===== src/rtl/uart_pkg.sv =====
// Shared UART definitions: frame geometry and the frame-level state encoding
// used by both the transmitter and the receiver.
package uart_pkg;

   localparam int UART_FRAME_BITS = 10;
   localparam int UART_DATA_BITS  = 8;

   typedef enum logic [1:0] {
      IDLE,
      START,
      DATA,
      STOP
   } uart_state_e;

endpackage


===== src/rtl/uart_byte_transmitter.sv =====
// Single 8N1 frame serialiser. A start request in IDLE or in the last stop-bit
// cycle launches the next frame with no idle gap between frames.
module uart_byte_transmitter
   import uart_pkg::*;
#(
   parameter int CLK_CYCLES = 33
) (
   input  logic                      clk,
   input  logic                      reset,
   input  logic [UART_DATA_BITS-1:0] byte_in,
   input  logic                      start,
   output logic                      done,
   output logic                      uart_tx
);

   localparam int                CNT_W         = $clog2(CLK_CYCLES);
   localparam int                BIT_W         = $clog2(UART_FRAME_BITS);
   localparam logic [CNT_W-1:0]  CNT_LAST      = CNT_W'(CLK_CYCLES - 1);
   localparam logic [BIT_W-1:0]  LAST_DATA_BIT = BIT_W'(UART_DATA_BITS);
   localparam logic [BIT_W-1:0]  STOP_BIT      = BIT_W'(UART_FRAME_BITS - 1);

   uart_state_e               state_q, state_d;
   logic [CNT_W-1:0]          cnt_q, cnt_d;
   logic [BIT_W-1:0]          bit_q, bit_d;
   logic [UART_DATA_BITS-1:0] shreg_q, shreg_d;
   logic                      tx_q, tx_d;
   logic                      bit_end;

   // NOTE: sequential state uses non-blocking assignments so every flop samples
   // the pre-edge values; blocking here would create order-dependent races.
   always_ff @(posedge clk or posedge reset) begin
      if (reset) begin
         state_q <= IDLE;
         cnt_q   <= '0;
         bit_q   <= '0;
         shreg_q <= '0;
         tx_q    <= 1'b1;
      end else begin
         state_q <= state_d;
         cnt_q   <= cnt_d;
         bit_q   <= bit_d;
         shreg_q <= shreg_d;
         tx_q    <= tx_d;
      end
   end

   assign bit_end = (cnt_q == CNT_LAST);
   assign done    = (state_q == STOP) && bit_end;

   // NOTE: every variable gets a default at the top of the block, so no path
   // leaves it unassigned and no latch is inferred.
   always_comb begin
      state_d = state_q;
      cnt_d   = cnt_q;
      bit_d   = bit_q;
      shreg_d = shreg_q;
      if (state_q != IDLE) begin
         cnt_d = bit_end ? '0 : cnt_q + 1'b1;
      end
      unique case (state_q)
         IDLE: begin
            if (start) begin
               state_d = START;
               bit_d   = '0;
               shreg_d = byte_in;
            end
         end
         START: begin
            if (bit_end) begin
               state_d = DATA;
               bit_d   = BIT_W'(1);
            end
         end
         DATA: begin
            if (bit_end) begin
               shreg_d = shreg_q >> 1;
               if (bit_q == LAST_DATA_BIT) begin
                  state_d = STOP;
                  bit_d   = STOP_BIT;
               end else begin
                  bit_d = bit_q + 1'b1;
               end
            end
         end
         STOP: begin
            if (bit_end) begin
               bit_d = '0;
               if (start) begin
                  state_d = START;
                  shreg_d = byte_in;
               end else begin
                  state_d = IDLE;
               end
            end
         end
         default: state_d = IDLE;
      endcase
   end

   // Line level follows the next state so the registered output lines up with it.
   always_comb begin
      tx_d = 1'b1;
      unique case (state_d)
         IDLE:    tx_d = 1'b1;
         START:   tx_d = 1'b0;
         DATA:    tx_d = shreg_d[0];
         STOP:    tx_d = 1'b1;
         default: tx_d = 1'b1;
      endcase
   end

   assign uart_tx = tx_q;

endmodule


===== src/rtl/uart_multibyte_transmitter.sv =====
// Sends one word as 2^MSG_LOG_WIDTH back-to-back 8N1 frames, byte 0 first,
// after a valid/ack handshake.
module uart_multibyte_transmitter
   import uart_pkg::*;
#(
   parameter int CLK_CYCLES    = 33,
   parameter int MSG_LOG_WIDTH = 2
) (
   input  logic                                     clk,
   input  logic                                     reset,
   input  logic [(UART_DATA_BITS<<MSG_LOG_WIDTH)-1:0] data,
   input  logic                                     valid,
   output logic                                     ack,
   output logic                                     busy,
   output logic                                     uart_tx
);

   localparam int               WORD_W    = UART_DATA_BITS << MSG_LOG_WIDTH;
   localparam int               NUM_BYTES = 1 << MSG_LOG_WIDTH;
   localparam int               IDX_W     = (MSG_LOG_WIDTH > 0) ? MSG_LOG_WIDTH : 1;
   localparam logic [IDX_W-1:0] LAST_IDX  = IDX_W'(NUM_BYTES - 1);

   logic [WORD_W-1:0]         word_q, word_d;
   logic [IDX_W-1:0]          idx_q, idx_d;
   logic                      busy_q, busy_d;
   logic                      byte_start, byte_done;
   logic [UART_DATA_BITS-1:0] byte_val;

   // NOTE: the word latch is plain datapath, but it is reset anyway so no stale
   // word survives a reset and the whole block restarts from a known state.
   always_ff @(posedge clk or posedge reset) begin
      if (reset) begin
         word_q <= '0;
         idx_q  <= '0;
         busy_q <= 1'b0;
      end else begin
         word_q <= word_d;
         idx_q  <= idx_d;
         busy_q <= busy_d;
      end
   end

   // The byte transmitter is idle exactly when no word is in flight.
   assign ack = valid & ~busy_q;

   always_comb begin
      word_d     = word_q;
      idx_d      = idx_q;
      busy_d     = busy_q;
      byte_start = 1'b0;
      byte_val   = data[UART_DATA_BITS-1:0];
      if (ack) begin
         word_d     = data;
         idx_d      = '0;
         busy_d     = 1'b1;
         byte_start = 1'b1;
      end else if (byte_done && (idx_q != LAST_IDX)) begin
         word_d     = word_q >> UART_DATA_BITS;
         idx_d      = idx_q + 1'b1;
         byte_start = 1'b1;
         byte_val   = word_d[UART_DATA_BITS-1:0];
      end else if (byte_done) begin
         idx_d  = '0;
         busy_d = 1'b0;
      end
   end

   uart_byte_transmitter #(
      .CLK_CYCLES (CLK_CYCLES)
   ) u_byte_tx (
      .clk     (clk),
      .reset   (reset),
      .byte_in (byte_val),
      .start   (byte_start),
      .done    (byte_done),
      .uart_tx (uart_tx)
   );

   assign busy = busy_q;

endmodule


===== config.mk =====
export PLATFORM = sky130hd
export DESIGN_NAME = uart_multibyte_transmitter
export DESIGN_NICKNAME = d
export VERILOG_FILES = /design/src/rtl/uart_pkg.sv /design/src/rtl/uart_byte_transmitter.sv /design/src/rtl/uart_multibyte_transmitter.sv
export SDC_FILE = /design/constraint.sdc
export NUM_CORES = 1
export LEC_CHECK = 0
export CAP_MARGIN = 0
export CORE_ASPECT_RATIO = 1.4
export CORE_MARGIN = 2
export CORE_UTILIZATION = 49
export CTS_CLUSTER_SIZE = 20
export DETAILED_ROUTE_END_ITERATION = 7
export HOLD_SLACK_MARGIN = 0.15
export PLACE_DENSITY_LB_ADDON = 0.2
export SLEW_MARGIN = 30
export SYNTH_ARGS = -nofsm -noshare
export SYNTH_HDL_FRONTEND = slang
export SYNTH_HIERARCHICAL = 1
export SYNTH_SLANG_ARGS = --single-unit

===== constraint.sdc =====
create_clock -name clk -period 2.8 [get_ports clk]
set_input_delay 0.56 -clock clk [delete_from_list [all_inputs] [get_ports clk]]
set_output_delay 0.56 -clock clk [all_outputs]
set_load 0.03 [all_outputs]

==> results.yml, run 1 <==
outcome:
  run_status: "complete, no violations"
drt:
  drc: 0
  wl_met1_mm: 2.34
  routed.top_layer: "met4"
  wl_met3_um: 182
  wl_met2_mm: 3.16
  ant_nets: 0
  drt_iter0_markers: 128
  routed-via-count: 2149
  drt_wl_total_mm: 5.76
  wl_per_cell_um: 14.8
  drt_first_pass_iters: 5
  vias_per_cell: 5.54
placed_design:
  dp_hpwl_mm: 4.28
  port_buffers: 37
  place_ws_ns: 0.0861
  gp_congestion: 0.858
  place_inst: 380
sta:
  drv_slew: 0
  rsz0062_at_grt: "no"
  post-route-period-util_pct: 93.2
  layout_setup_ws_ns: 0.191
  finalCriticalPeriod_ns: 2.61
  worstMarginPinSlew_ns: 0.829
  slew_headroom_pct: 44.7
  worst_hold_slack_ns: 0.495
  timing.fmax_ghz: 0.383
  setup_viol: 0
  clock_skew_ns: 0.00580
  setup_tns_ns: 0
  timing_hold_violations_final: 0
clock_tree:
  path_clk_slew_ns: 0.09
  clockBufferDepth: 2
  cts_root_buffer: "clkbuf_8"
  hold_buffers: 0
  htree_levels: 2
  cts_buffers: 5
  cts_tree: "yes"
  clock-sinks: 48
  clkLatencyLatePin_ns: 0.30
floorplanning:
  io_pins: 38
  core.rowCount: 32
  die_w_um: 67.2
  core_um2: 5450
  die_h_um: 92.5
  dieArea_um2: 6210
  initial_core_util_pct: 50.3
layout:
  diodes: 0
  drive_gt1_share_pct: 15.6
  nets: 366
  final_common_cell: "nand2_1"
  final_util_pct: 60.5
  layout_common_cells: "nand2_1 (47), dfrtp_1 (46), clkdlybuf4s50_1 (36)"
  final_cells: 388
  syn_to_final_growth_pct: 20.3
yosys:
  yosysWarnings: 6
  syn_area_um2: 2740
  yosysUniqueCellTypes: 47
  synth.area.top_cells: "dfrtp_1 (43%), nand2_1 (6.4%), ha_1 (5.5%), mux2_4 (4.4%), a31oi_1 (4.3%)"
  synth_top_area_cell: "dfrtp_1"
  synth_edf_count: 0
  synthFlopType: "dfrtp_1"
  ys_seq_area_share_pct: 43.9
  synth_cells: 282
  syn-mean-instance-area_um2: 9.72
  synth_nets: 329
  synth-seq-cells: 48
  async_flop_share_pct: 100
  synth_top_area_share_pct: 42.9
worst_setup_path:
  crit_arrival_ns: 2.82
  worstSetupStartpointType: "flip-flop"
  critPathKind: "reg -> reg"
  critPathRequiredTime_ns: 3.01
  cp-end-kind: "flip-flop"
  crit_fanout: 8
flow_run:
  maxCapViolCount: 0
global_routing:
  grt-ovfl-total: 0
  antenna_found_initial: 0
  grt_use_total_pct: 20.3
  grt_start_max_net_pins: 33
  grt_pass1_wl_mm: 9.64
  grt_pass1_vias: 2119
power_and_ir_drop:
  power_frac_comb_pct: 13.3
  seq_power_share_pct: 53.9
  power.leakage_nw: 1.44
  vdd_ir_drop_max_mv: 0.320
  p_per_area_nw_per_um2: 464
  intPower_w: 0.00116
  sw_frac_of_total_pct: 24.1
  power.switching_w: 0.000369
  clockPowerShare_pct: 32.8
min_path:
  worstHoldPathType: "reg -> reg"
layout make-up:
class | instances | area (um2)
Clock buffer | 5 | 68.8
Multi-Input combinational cell | 205 | 1410
Clock inverter | 3 | 42.5
Tap cell | 68 | 85.1
Sequential cell | 48 | 1200
Timing Repair Buffer | 47 | 443
Inverter | 12 | 45.0
Fill cell | 480 | 2150
what timing repair did:
| action | CTS | global route |
|---|---|---|
| setup buffers | 0 | 0 |
| setup endpoints to repair | 0 | 2 |
| resized for setup | 0 | 2 |
final timing paths:
path	from	to	slack, ns	depth (start not counted)
worst max-delay path	u_byte_tx/state_q[0]	u_byte_tx/uart_tx	0.19	14
min in group asynchronous	reset	idx_q[1]	0.64	3
max in group asynchronous	reset	u_byte_tx/state_q[0]	1.50	2
worst min-delay path	u_byte_tx/bit_q[3]	u_byte_tx/bit_q[3]	0.50	1
worst max register to register	u_byte_tx/state_q[0]	u_byte_tx/uart_tx	0.19	14
worst min register to register	u_byte_tx/bit_q[3]	u_byte_tx/bit_q[3]	0.50	1
critical path: stages (launching register included):
cell	delay [ns]
dfrtp_2	0.46
ha_2	0.25
and3_4	0.20
and2b_2	0.28
nor2_4	0.14
inv_2	0.07
nand2_1	0.06
o21ai_0	0.08
a211oi_2	0.25
a21oi_1	0.09
ha_1	0.21
nand2b_1	0.15
nor2_1	0.08
o21ai_0	0.08
o311ai_1	0.10
cells in the mapped netlist, drive strengths merged (2+ instances only):
cell type and number:
nor2 29, o21ai 6, nand2b 4, ha 12
mux2i 3, o31ai 11, buf 14, a22o 8
mux2 17, a32oi 6, a21boi 2, xnor2 3
inv 12, dfrtp 47, and2 2, nor3 2
a31oi 19, nand3 3, o21a 2, a21o 2
nand2 48, a21oi 7, nor2b 4, clkbuf 3
sequential cells by signal (all words and copies together) (netlist names):
register,cells
busy,1
idx_q,2
u_byte_tx/bit_q,4
u_byte_tx/cnt_q,6
u_byte_tx/shreg_q,8
u_byte_tx/state_q,2
u_byte_tx/uart_tx,1
word_q,24
metrics by stage:
stage | total power, W | cell area (um2)
final | 0.00153 | 3300
after global routing | 0.00161 | 3300
after CTS | 0.00155 | 3290
after detailed placement | 0.00104 | 3180
after global placement | 0.00103 | 3180
after floorplan | 0.000952 | 2780
power by group through the flow:
stage               combinational [W]  sequential [W]  clock, W
floorplan                    0.000134        0.000818         0
global placement             0.000200        0.000835         0
detailed placement           0.000204        0.000837         0
CTS                          0.000205        0.000824  0.000519
global route                 0.000226        0.000835  0.000547
finish                       0.000203        0.000823  0.000502
routing by layer:
metal	track usage, %	vias to the layer above
li1	-	1068
met1	24.4	1034
met2	34.7	42
met3	4.37	5
met4	7.82	0
met5	0	-
logic make-up (layout without fill, tap and decap cells):
logic type	Yosys count	in the layout	share of synthesized area, %
adders and majority gates	12	12	5.48
xor gates and xnor gates	3	3	0.959
AOI/OAI and AO/OA	70	70	18.1
and+or+nand+nor	100	100	17.1
DFF	48	48	43.9
buffers and inverters	29	67	5.34
muxes	20	20	9.18
Power figures use the tool's default switching activity.
==> run 2, diff against run 1 <==
--- a/config.mk
+++ b/config.mk
@@ -5,7 +5,6 @@
 export SDC_FILE = /design/constraint.sdc
 export NUM_CORES = 1
 export LEC_CHECK = 0
-export CAP_MARGIN = 0
 export CORE_ASPECT_RATIO = 1.4
 export CORE_MARGIN = 2
 export CORE_UTILIZATION = 49
==> results of run 2 <==
No change in the layout: final DEF, timing and power equal those of run 1.
